### config.mk
export PLATFORM = sky130hd
export DESIGN_NAME = fg_config_scheduler
export DESIGN_NICKNAME = d
export VERILOG_FILES = /design/src/rtl/fg_pkg.sv /design/src/rtl/fg_edge_detect.sv /design/src/rtl/fg_config_scheduler.sv
export SDC_FILE = /design/constraint.sdc
export NUM_CORES = 1
export LEC_CHECK = 0
export ABC_AREA = 1
export CAP_MARGIN = 10
export CORE_MARGIN = 10
export CORE_UTILIZATION = 52
export CTS_BUF_LIST = sky130_fd_sc_hd__clkbuf_4 sky130_fd_sc_hd__clkbuf_8 sky130_fd_sc_hd__clkbuf_16
export DETAILED_ROUTE_END_ITERATION = 8
export GPL_TIMING_DRIVEN = 0
export PLACE_DENSITY = 0.77
export SLEW_MARGIN = 20
export SYNTH_ARGS = -nofsm -noshare
export SYNTH_HDL_FRONTEND = slang
export SYNTH_SLANG_ARGS = --single-unit
### constraint.sdc
create_clock -name clk_i -period 2.4 [get_ports clk_i]
set_input_delay 0.24 -clock clk_i [delete_from_list [all_inputs] [get_ports clk_i]]
set_output_delay 0.24 -clock clk_i [all_outputs]
set_load 0.02 [all_outputs]
### src/rtl/fg_pkg.sv
// Shared function-generator definitions: default config-register geometry and the
// commit scheduler state encoding, also used by generator-level benches.
package fg_pkg;

    localparam int FG_NUM_REGS      = 8;
    localparam int FG_REG_WIDTH     = 8;
    localparam int FG_ADDR_WIDTH    = 3;
    localparam int FG_TIMEOUT_WIDTH = 10;

    localparam logic FG_ST_IDLE  = 1'b0;
    localparam logic FG_ST_ARMED = 1'b1;

    typedef enum logic {
        ST_IDLE  = FG_ST_IDLE,
        ST_ARMED = FG_ST_ARMED
    } fg_state_e;

endpackage

### src/rtl/fg_edge_detect.sv
// Rising-edge detector: one-cycle pulse on the first sampled high of a level input.
module fg_edge_detect (
    input  logic clk,
    input  logic rstn,
    input  logic sig,
    output logic rise
);

    logic prev_r;

    // Remember the previous sample of the level input
    always_ff @(posedge clk) begin
        if (!rstn) begin
            prev_r <= 1'b0;
        end else begin
            prev_r <= sig;
        end
    end

    assign rise = sig & ~prev_r;

endmodule

### src/rtl/fg_config_scheduler.sv
// Shadow/active config register controller: host writes collect in shadow registers and
// are copied to the active CR bus in one edge at a period wrap, or when the arm times out.
module fg_config_scheduler
    import fg_pkg::*;
#(
    parameter int NUM_REGS      = FG_NUM_REGS,
    parameter int REG_WIDTH     = FG_REG_WIDTH,
    parameter int ADDR_WIDTH    = FG_ADDR_WIDTH,
    parameter int TIMEOUT_WIDTH = FG_TIMEOUT_WIDTH
) (
    input  logic                          clk_i,
    input  logic                          rstn_i,
    input  logic                          wrEnable_i,
    input  logic [ADDR_WIDTH-1:0]         addr_i,
    input  logic [REG_WIDTH-1:0]          data_i,
    input  logic                          commitReq_i,
    input  logic                          periodWrap_i,
    output logic [NUM_REGS*REG_WIDTH-1:0] CR_bus_o,
    output logic                          outputEnable_o,
    output logic                          pending_o,
    output logic                          armed_o,
    output logic                          commitDone_o,
    output logic                          commitTimeout_o
);

    logic                     wr_rise_s;
    logic                     wr_hit_s;
    logic                     commit_s;
    logic                     forced_s;
    logic [REG_WIDTH-1:0]     shadow_r [NUM_REGS];
    fg_state_e                state_r;
    logic [TIMEOUT_WIDTH-1:0] cnt_r;

    fg_edge_detect u_wr_edge (
        .clk  (clk_i),
        .rstn (rstn_i),
        .sig  (wrEnable_i),
        .rise (wr_rise_s)
    );

    // Qualify a write edge against the implemented register range
    always_comb begin
        wr_hit_s = 1'b0;
        if (wr_rise_s && (int'(addr_i) < NUM_REGS)) begin
            wr_hit_s = 1'b1;
        end else begin
            wr_hit_s = 1'b0;
        end
    end

    // Commit decision; a wrap on the timeout cycle still counts as a normal commit
    always_comb begin
        commit_s = 1'b0;
        forced_s = 1'b0;
        if (state_r == ST_ARMED) begin
            if (periodWrap_i) begin
                commit_s = 1'b1;
            end else if (cnt_r == {TIMEOUT_WIDTH{1'b1}}) begin
                commit_s = 1'b1;
                forced_s = 1'b1;
            end else begin
                commit_s = 1'b0;
            end
        end else begin
            commit_s = 1'b0;
        end
    end

    // Shadow register file, written once per enable edge
    always_ff @(posedge clk_i) begin
        if (!rstn_i) begin
            for (int i = 0; i < NUM_REGS; i++) begin
                shadow_r[i] <= {REG_WIDTH{1'b0}};
            end
        end else begin
            for (int i = 0; i < NUM_REGS; i++) begin
                if (wr_hit_s && (int'(addr_i) == i)) begin
                    shadow_r[i] <= data_i;
                end
            end
        end
    end

    // Arm/commit FSM with timeout counter, active bus and registered status
    always_ff @(posedge clk_i) begin
        if (!rstn_i) begin
            state_r         <= ST_IDLE;
            cnt_r           <= {TIMEOUT_WIDTH{1'b0}};
            CR_bus_o        <= {(NUM_REGS*REG_WIDTH){1'b0}};
            outputEnable_o  <= 1'b0;
            pending_o       <= 1'b0;
            armed_o         <= 1'b0;
            commitDone_o    <= 1'b0;
            commitTimeout_o <= 1'b0;
        end else begin
            commitDone_o    <= commit_s;
            commitTimeout_o <= forced_s;
            case (state_r)
                ST_IDLE: begin
                    if (commitReq_i) begin
                        state_r <= ST_ARMED;
                        armed_o <= 1'b1;
                        cnt_r   <= {TIMEOUT_WIDTH{1'b0}};
                    end
                end
                ST_ARMED: begin
                    if (commit_s) begin
                        state_r <= ST_IDLE;
                        armed_o <= 1'b0;
                    end else begin
                        cnt_r <= cnt_r + TIMEOUT_WIDTH'(1);
                    end
                end
                default: begin
                    state_r <= ST_IDLE;
                    armed_o <= 1'b0;
                end
            endcase
            // A write landing on the commit edge stays in shadow, so the bus is still dirty
            if (commit_s) begin
                for (int i = 0; i < NUM_REGS; i++) begin
                    CR_bus_o[(NUM_REGS-1-i)*REG_WIDTH +: REG_WIDTH] <= shadow_r[i];
                end
                outputEnable_o <= 1'b1;
                pending_o      <= wr_hit_s;
            end else if (wr_hit_s) begin
                pending_o <= 1'b1;
            end
        end
    end

endmodule
==> metrics, run 1 <==
Area Growth Syn to Fin=28.6%; first-pass GRT wire length=21,700 um; vias in the first global route=4,205; Remaining DRCs=0; final setup fails=0; largest registers=CR_bus_o x64, shadow_r x64, cnt_r x10; R2R Setup Slk=0.44 ns; Worst Path Required=2.81 ns; CP max-delay cell=dfxtp_1; Post CTS Setup Buffer Count=0; Hold Path Depth=3; final hold slack=0.243 ns; Synth warnings=0; pwr/cell area=788 nW/um^2; Reg clk slew, reported paths=0.06 ns; run status=completed; crit path DAT=2.37 ns; 1st-pass router iterations=5; footprint of the multi-input gates=1630 um^2; FF-to-FF Start=cnt_r[0]$_SDFFE_PN0P_; slew margin rel.=0.368; number of port buffers=83; netlist area before placement=5510 um^2; synthesis-stage register bit count=145; Crit Path Class=flip-flop to flip-flop; via count=4,259; Critical Path Start Type=flip-flop; routed len/inst=16.7 um; Final Routed Wirelength=13,600 um; final worst path period share=0.817; most common cell after layout, fill and taps aside=nand2_1; Final Max Slew Viols=0; nets=680; Worst IR Drop VDD=0.476 mV; post-synth cell types=26; CP peak stage delay=0.42 ns; final hold vios=0; 1st-iter DRT viols=391; Final GP Congestion=0.883; H-tree depth=4; Util after Layout=0.687; CTS buffer count=17; Final TNS setup=0 ns; maximum buffer depth of the clock tree=2; largest net degree at the start of global routing=17; Final ANT Viol Nets=0; Synth Area per Inst=9.82 um^2; Most common cell on crit path=nand2_1; Clock Latency Late Sink=0.52 ns; nature of the critical path endpoint=flip-flop; Die Wd=123 um; # rows=37; IO Pins=85; clk sink count=145; FF-to-FF path depth=10; Remaining Overflow, GRT=0; Fill cells=789; final cell count without fillers=812; Setup WS pre-CTS=-0.129 ns; Max-cap violations=0; Slew @ Worst Pin=0.941 ns; core area=10,300 um^2; Post-DP HPWL=9600 um; Initial Util=0.534; most frequent cells in the layout=nand2_1, clkdlybuf4s50_1, dfxtp_1, nand3_1, nor2_1; CTS Hold Buffers Added=0; min setup slack post-route=0.440 ns; min cycle time layout=1.96 ns; Root Buffer=clkbuf_8; Leak Pwr=3.03 nW; Worst Hold Path EP=cnt_r[8]$_SDFFE_PN0P_; DP Cell Count=780; CP Max Fanout=10; FF+latch area=3540 um^2; syn_nets=578; reg2reg end=CR_bus_o[26]$_SDFFE_PN0P_; setup repair after global routing missed its margin=no; DIE HEIGHT=123 um; Via density=5.25; Die Area=15,100 um^2; Cells after Synth=561; sequential share of the synthesized area=0.643; initial antenna violation count=0; critical path cell sequence=ha_1 > nand2_1 > nor2_2 > nand3_2 > nand2_1 > nand2_2 > buf_2 > buf_2 > nand3_1 > nand2_1; Worst Skew=0.00992 ns; ANT cells=0; post-CTS sizing=0; TritonCTS clock tree=done; layout cells sized above 1=0.148; Global Route Usage Sum=0.185; hold_sp=rstn_i; Peak Freq=510 MHz; min-delay worst type=input pin to flip-flop
## how the worst max path moves through the flow
stage	startpoint	end	slack, ns
2_1_floorplan	u_wr_edge.prev_r$_SDFF_PN0_	shadow_r[0][0]$_SDFFCE_PN0P_	0.70
3_3_place_gp	wrEnable_i	shadow_r[0][7]$_SDFFCE_PN0P_	-0.25
3_5_place_dp	wrEnable_i	shadow_r[2][5]$_SDFFCE_PN0P_	-0.13
4_1_cts	u_wr_edge.prev_r$_SDFF_PN0_	shadow_r[2][6]$_SDFFCE_PN0P_	0.31
5_1_grt	cnt_r[0]$_SDFFE_PN0P_	CR_bus_o[39]$_SDFFE_PN0P_	0.26
6_report	cnt_r[0]$_SDFFE_PN0P_	CR_bus_o[26]$_SDFFE_PN0P_	0.44
## critical path: cells and delay by family, from the launching register on
| kind | cells | cell delay [ns] |
|---|---|---|
| flip-flops | 1 | 0.42 |
| AND/OR/NAND/NOR | 7 | 0.74 |
| adder cells (fa/ha/maj) | 1 | 0.20 |
| buffers and inverters | 2 | 0.47 |
## cell families after synthesis
logic type               Yosys count  share of synthesized area
XOR/XNOR                           1                    0.00159
adder cells (fa/ha/maj)            1                    0.00227
AND/OR/NAND/NOR                  329                      0.272
AO/OA/AOI/OAI                     20                     0.0186
buffers and inverters             65                     0.0622
flip-flops                       145                      0.643
## Yosys cell counts (all sizes together)
master,instances,area share
edfxtp,64,0.35
a21oi,8,0.0073
nor3,1,0.00091
ha,1,0.0023
a21o,1,0.0014
clkinv,2,0.0014
nor4,1,0.0011
nand2,173,0.14
buf,18,0.030
nand3,81,0.074
dfxtp,81,0.29
nand4,2,0.0023
nor2,70,0.051
clkbuf,7,0.0048
xnor2,1,0.0016
o21ai,11,0.010
nor3b,1,0.0014
inv,38,0.026
## where the power goes
part	internal [mW]	total, mW	switching, mW	leakage, nW
Combinational	0.116	0.340	0.224	1.41
Sequential	2.66	2.70	0.0402	1.34
Clock	1.53	2.55	1.02	0.283
## layer usage
layer	wire length (um)	vias to the layer above	GRT usage
li1	-	2024	-
met1	5490	2024	0.228
met2	6420	189	0.296
met3	1380	22	0.0565
met4	283	0	0.0773
met5	0	-	0
## stage by stage
step	area (um^2)	total power [mW]
4_1_cts	7090	5.60
6_report	7090	5.59
2_1_floorplan	5510	2.93
3_3_place_gp	6510	3.08
5_1_grt	7090	5.75
3_5_place_dp	6510	3.09
## layout make-up
| type | instances | area share |
|---|---|---|
| timing repair buffer | 83 | 0.117 |
| inverter | 40 | 0.0212 |
| clock buffer | 20 | 0.0625 |
| clock inverter | 12 | 0.0187 |
| buffer | 25 | 0.0272 |
| multi-input combinational | 351 | 0.229 |
| tap | 136 | 0.0240 |
| sequential | 145 | 0.500 |
Note: power is estimated with default switching activity, not from simulation.
==> run 2: changes to the inputs <==
--- a/config.mk
+++ b/config.mk
@@ -8,11 +8,11 @@
 export ABC_AREA = 1
 export CAP_MARGIN = 10
 export CORE_MARGIN = 10
-export CORE_UTILIZATION = 52
+export CORE_UTILIZATION = 48
 export CTS_BUF_LIST = sky130_fd_sc_hd__clkbuf_4 sky130_fd_sc_hd__clkbuf_8 sky130_fd_sc_hd__clkbuf_16
 export DETAILED_ROUTE_END_ITERATION = 8
 export GPL_TIMING_DRIVEN = 0
-export PLACE_DENSITY = 0.77
+export PLACE_DENSITY = 0.75
 export SLEW_MARGIN = 20
 export SYNTH_ARGS = -nofsm -noshare
 export SYNTH_HDL_FRONTEND = slang
==> constraint.sdc (replaced) <==
create_clock -name clk_i -period 1.6 [get_ports clk_i]
set_input_delay 0.16 -clock clk_i [delete_from_list [all_inputs] [get_ports clk_i]]
set_output_delay 0.16 -clock clk_i [all_outputs]
set_load 0.02 [all_outputs]
==> run 2 against run 1 <==
Compared with the run above: sequential cell count stayed put; sequential share of layout area fell by 4.4 points; highest routed layer unchanged; first-iteration DRC count up 6.4%; power up 56%; maximum frequency increased by 20%; core utilization rose by 0.11 points; cell area is 9.8% higher; non-clock buffer count increased by 15; clock-buffer cell count unchanged; die area grew 7.0%; register-to-register slack lost 0.47 ns; the run now ends with negative setup slack left; combinational power rose by 82%; largest cell class unchanged.
==> metrics, run 2 (synthesis results as in run 1) <==
run status=complete, but fails checks; failing checks=negative setup slack; final worst path period share=1.02 (+0.204); Final GP Congestion=0.908 (+2.9%); most common cell after layout, fill and taps aside=nand2_1; 1st-iter DRT viols=416 (+6.4%); Setup WS pre-CTS=-0.945 ns (-0.816 ns); Die Wd=127 um (+3.4%); Crit Path Class=flip-flop to flip-flop; Final TNS setup=-0.540 ns (-0.540 ns); vias in the first global route=4,526 (+7.6%); Remaining DRCs=0 (unchanged); Pint=6.71 mW (+56%); min-delay worst type=input pin to flip-flop; P_sw=2.00 mW (+56%); largest net degree at the start of global routing=17 (unchanged); Worst Skew=0.00735 ns (-0.00257 ns); Total Power=8.71 mW (+56%); footprint of the multi-input gates=1980 um^2 (+22%); CP Max Fanout=6 (-4); Final ANT Viol Nets=0 (unchanged); clock network power share=0.463 (+0.007); min setup slack post-route=-0.0332 ns (-0.473 ns); switch share=0.229 (+0.000346); nature of the critical path endpoint=flip-flop; Peak Freq=612 MHz (+20%); Final Max Slew Viols=0 (unchanged); H-tree depth=4 (unchanged); maximum buffer depth of the clock tree=2 (unchanged); Global Route Usage Sum=0.174 (-0.0104); 1st-pass router iterations=5 (unchanged); layout cells sized above 1=0.250 (+0.102); # rows=39 (+5.4%); min cycle time layout=1.63 ns (-0.327 ns); ANT cells=0 (unchanged); Max-cap violations=0 (unchanged); crit path DAT=1.99 ns (-0.38 ns); Post-DP HPWL=9750 um (+1.5%); Via density=5.32 (+1.4%); core area=11,300 um^2 (+9.7%); Fill cells=780 (-1.1%); Final Routed Wirelength=15,300 um (+12%); Remaining Overflow, GRT=0 (unchanged); Comb power frac=0.071 (+0.010); routed len/inst=18.3 um (+9.5%); final hold vios=0 (unchanged); Final Cell Area=7780 um^2 (+9.8%); final cell count without fillers=834 (+2.7%); Die Area=16,200 um^2 (+7.0%); Worst Path Required=1.95 ns (-0.86 ns); CTS buffer count=17 (unchanged); Sequential Power Share=0.466 (-0.017); first-pass GRT wire length=22,500 um (+4.0%); FF+latch area=3550 um^2 (+0.25%); Critical Path Start Type=flip-flop; Root Buffer=clkbuf_16; TritonCTS clock tree=done; largest registers=CR_bus_o x64, shadow_r x64, cnt_r x10; Initial Util=0.487 (-0.0470); DP Area=6520 um^2 (+0.13%); Area Growth Syn to Fin=41.2%; most frequent cells in the layout=nand2_1, clkdlybuf4s50_1, nand3_1, dfxtp_1; nets=695 (+2.2%); number of port buffers=83 (unchanged); DP Cell Count=787 (+0.90%); Slew @ Worst Pin=1.01 ns (+0.0709 ns); clk sink count=145 (unchanged); setup repair after global routing missed its margin=yes; IO Pins=85 (unchanged); via count=4,436 (+4.2%); Reg clk slew, reported paths=0.06 ns (about the same); pwr/cell area=1120 nW/um^2 (+42%); Clock Latency Late Sink=0.41 ns (-0.11 ns); slew margin rel.=0.325 (-0.0431); Leak Pwr=3.58 nW (+18%); initial antenna violation count=0 (unchanged); Worst IR Drop VDD=0.691 mV (+45%); DIE HEIGHT=127 um (+3.4%); final setup fails=37 (+37)
==> run 2: cell count changes in the layout (fill, tap and decap cells not counted), moves of 4 or more <==
cell,delta
nand2_1,-36
nand2_4,+36
buf_4,+9
clkbuf_16,+7
o21ai_1,-6
dfxtp_1,-5
dfxtp_2,+4
==> run 2: repair_timing <==
action	4_1_cts	5_1_grt
hold buffers	0	0
pin swaps	5	4
gates cloned	3	4
buffers inserted	9	3
gates resized for setup	38	89
endpoints found under the setup margin	140	140
==> run 2: final cells by class <==
class / instances / share of cell area
sequential: 145 / 0.456
tap: 143 / 0.0230
clock buffer: 20 / 0.0620
multi-input combinational: 351 / 0.255
timing repair buffer: 98 / 0.136
inverter: 40 / 0.0228
clock inverter: 12 / 0.0164
buffer: 25 / 0.0281
==> run 2: metrics by stage <==
stage | utilization | hold WS (ns)
2_1_floorplan | - | 0.237
3_3_place_gp | 0.576 | 0.421
3_5_place_dp | 0.576 | 0.425
4_1_cts | 0.655 | 0.325
5_1_grt | 0.688 | 0.339
6_report | 0.688 | 0.342
==> run 2: final timing paths <==
kind | slack (ns) | cells past startpoint | endpoint | start
hold reg to reg | 0.44 | 2 | CR_bus_o[13]$_SDFFE_PN0P_ | shadow_r[6][5]$_DFFE_PP_
hold / removal | 0.34 | 3 | u_wr_edge.prev_r$_SDFF_PN0_ | wrEnable_i
setup / recovery | -0.03 | 11 | CR_bus_o[30]$_SDFFE_PN0P_ | cnt_r[0]$_SDFFE_PN0P_
setup reg to reg | -0.03 | 11 | CR_bus_o[30]$_SDFFE_PN0P_ | cnt_r[0]$_SDFFE_PN0P_
==> run 2: power groups by stage <==
stage	combinational [mW]	clock, mW	sequential [mW]
floorplan	0.227	0	4.17
global placement	0.498	0	4.12
detailed placement	0.511	0	4.13
CTS	0.563	4.03	4.05
global route	0.661	4.22	4.07
finish	0.620	4.03	4.06
==> run 2: routing by layer <==
layer | vias up | track usage | routed length, um
li1 | 2060 | - | -
met1 | 2167 | 0.198 | 5930
met2 | 183 | 0.300 | 7790
met3 | 26 | 0.0587 | 1260
met4 | 0 | 0.0616 | 293
met5 | - | 0 | 0
==> run 2: worst max-delay path, cell delays in order, from the launching register on <==
cell       delay, ns
dfxtp_4         0.36
ha_4            0.14
nand2_4         0.06
nor2_4          0.10
nand3_2         0.09
nand2_2         0.09
nand2_4         0.08
nor2_4          0.21
buf_12          0.19
clkbuf_16       0.17
nand2_2         0.04
nand2_1         0.05
==> run 3: changes to the inputs <==
--- a/config.mk
+++ b/config.mk
@@ -7,6 +7,7 @@
 export LEC_CHECK = 0
 export ABC_AREA = 1
 export CAP_MARGIN = 10
+export CORE_ASPECT_RATIO = 1.4
 export CORE_MARGIN = 10
 export CORE_UTILIZATION = 48
 export CTS_BUF_LIST = sky130_fd_sc_hd__clkbuf_4 sky130_fd_sc_hd__clkbuf_8 sky130_fd_sc_hd__clkbuf_16
==> run 3 against run 2 <==
Compared with the run above: the flow still finishes with violations (negative setup slack); global-route usage increased by 1.2 points; maximum frequency decreased by 6.2%; non-clock buffer count increased by 4.
==> metrics, run 3 (synthesis results as in run 1) <==
run status=complete, but fails checks; failing checks=negative setup slack; met2 routed WL=8470 um (+8.7%); crit path DAT=2.10 ns (+0.11 ns); routed len/inst=18.7 um (+1.9%); CP max-delay cell=dfxtp_4; Via density=5.28 (-0.66%); ANT cells=0 (unchanged); Root Buffer=clkbuf_16; Pint=6.99 mW (+4.1%); DRT met1 WL=5500 um (-7.3%); setup repair after global routing missed its margin=yes; met3 routed wirelength=1190 um (-5.7%); Worst IR Drop VDD=0.839 mV (+21%); min cycle time layout=1.74 ns (+0.107 ns); 1st-iter DRT viols=402 (-3.4%); Final ANT Viol Nets=0 (unchanged); CTS Hold Buffers Added=0 (unchanged); CTS buffer count=17 (unchanged); Comb power frac=0.072 (about the same); Peak Freq=575 MHz (-6.2%); Initial Util=0.489 (+0.00173); clock network power share=0.475 (+0.012); Sequential Power Share=0.453 (-0.013); Die Area=16,200 um^2 (+0.38%); nature of the critical path endpoint=flip-flop; H-tree depth=4 (unchanged); highest metal used=met4; final hold slack=0.301 ns (-0.0406 ns); min setup slack post-route=-0.140 ns (-0.107 ns); min-delay worst type=input pin to flip-flop; final setup fails=63 (+70%); largest registers=CR_bus_o x64, shadow_r x64, cnt_r x10; layout cells sized above 1=0.258 (+0.00719); Critical Path Start Type=flip-flop; final cell count without fillers=839 (+0.60%); switch share=0.221 (-0.00871); IO Pins=85 (unchanged); clk sink count=145 (unchanged); CP peak stage delay=0.36 ns (about the same); largest net degree at the start of global routing=17 (unchanged); Worst Skew=0.00932 ns (+0.00197 ns); Final Max Slew Viols=0 (unchanged); DP Cell Count=788 (+0.13%); Slew @ Worst Pin=1.16 ns (+0.145 ns); Final Routed Wirelength=15,700 um (+2.5%); via count=4,433 (-0.068%); Max-cap violations=0 (unchanged); 1st-pass router iterations=7 (+2); slew margin rel.=0.229 (-0.0966); Util after Layout=0.699 (+0.0114); TritonCTS clock tree=done; final worst path period share=1.09 (+0.0669); critical path cell sequence=ha_4 > nand2_4 > nor2_4 > nand3_2 > nand2_2 > nand2_4 > nor2_4 > buf_12 > buf_12 > buf_16 > nand2_2 > nand2_1; # rows=46 (+18%); Crit path max-delay family=simple AND/OR/NAND/NOR gates; initial antenna violation count=0 (unchanged); vias in the first global route=4,451 (-1.7%); DIE HEIGHT=147 um (+15%); Fill cells=825 (+5.8%); Setup WS pre-CTS=-0.898 ns (+0.0470 ns); Area Growth Syn to Fin=43.1%; Reg clk slew, reported paths=0.06 ns (about the same); DP Area=6520 um^2 (about the same); Final GP Congestion=0.845 (-7.0%); most common cell after layout, fill and taps aside=nand2_1; core area=11,300 um^2 (-0.35%); Leak Pwr=3.67 nW (+2.4%); nets=699 (+0.58%); final hold vios=0 (unchanged); number of port buffers=83 (unchanged); most frequent cells in the layout=nand2_1, dfxtp_1, clkdlybuf4s50_1, nand3_1; Worst Path Required=1.96 ns (about the same); Die Wd=111 um (-13%); Final Cell Area=7890 um^2 (+1.3%); first-pass GRT wire length=23,800 um (+5.4%); Remaining DRCs=0 (unchanged); WP buf/inv=3 (+1); P_sw=1.98 mW (-0.94%); Crit Path Class=flip-flop to flip-flop; Post-DP HPWL=10000 um (+2.5%); Remaining Overflow, GRT=0 (unchanged); Clock Latency Late Sink=0.43 ns (+0.02 ns); pwr/cell area=1140 nW/um^2 (+1.6%); maximum buffer depth of the clock tree=2 (unchanged); CP Max Fanout=5 (-1); Global Route Usage Sum=0.187 (+0.0123)
-- run 3: changes by cell type in the layout (fill, tap and decap cells not counted), sizes merged --
cell	before	now
clkdlybuf4s50	81	70
dlymetal6s2s	2	13
buf	31	37
clkinvlp	3	1
bufbuf	0	1
bufinv	4	5
clkbuf	29	28
clkinv	5	4
-- run 3: through the flow --
stage | setup TNS (ns) | power, mW
after floorplan | -2.29 | 4.39
after global routing | -8.67 | 9.22
final | -3.99 | 8.97
after global placement | -66.89 | 4.63
after detailed placement | -72.50 | 4.64
after CTS | -5.01 | 8.92
-- run 3: routing by layer --
metal	GRT usage	up-vias
li1	-	2066
met1	0.192	2111
met2	0.337	214
met3	0.0652	42
met4	0.0751	0
met5	0	-
-- run 3: layout make-up --
| type | count | area [um^2] | share of cell area |
|---|---|---|---|
| Clock buffer | 22 | 482 | 0.0611 |
| Sequential cell | 145 | 3550 | 0.450 |
| Inverter | 40 | 166 | 0.0211 |
| Buffer | 23 | 218 | 0.0276 |
| Clock inverter | 10 | 156 | 0.0198 |
| Tap cell | 144 | 180 | 0.0228 |
| Timing Repair Buffer | 104 | 1170 | 0.148 |
| Multi-Input combinational cell | 351 | 1960 | 0.249 |
-- run 3: path summary, 6_finish.rpt --
| check | from | end | slack [ns] | depth (start not counted) |
|---|---|---|---|---|
| hold reg to reg | shadow_r[2][2]$_SDFFCE_PN0P_ | CR_bus_o[42]$_SDFFE_PN0P_ | 0.45 | 2 |
| setup / recovery | cnt_r[0]$_SDFFE_PN0P_ | CR_bus_o[45]$_SDFFE_PN0P_ | -0.14 | 12 |
| setup reg to reg | cnt_r[0]$_SDFFE_PN0P_ | CR_bus_o[45]$_SDFFE_PN0P_ | -0.14 | 12 |
| hold / removal | wrEnable_i | u_wr_edge.prev_r$_SDFF_PN0_ | 0.30 | 3 |
-- run 3: repair_timing --
action | CTS | global route
pin swaps | 15 | 13
resized for setup | 69 | 67
hold endpoints to repair | 0 | 0
gates cloned | 6 | 0
endpoints found under the setup margin | 142 | 140
setup buffers | 14 | 2
-- run 3: worst reg2reg max path: cells and delay by family (launching register included) --
family | cells | cell delay [ns]
fa+ha+maj | 1 | 0.15
buf+inv | 3 | 0.42
flops | 1 | 0.36
simple gates | 8 | 0.75
-- run 3: power by group through the flow --
stage          sequential (mW)  clock, mW  combinational, mW
4_1_cts                   4.05       4.27              0.606
3_3_place_gp              4.13          0              0.497
5_1_grt                   4.07       4.47              0.688
3_5_place_dp              4.13          0              0.507
2_1_floorplan             4.17          0              0.227
6_report                  4.06       4.26              0.647
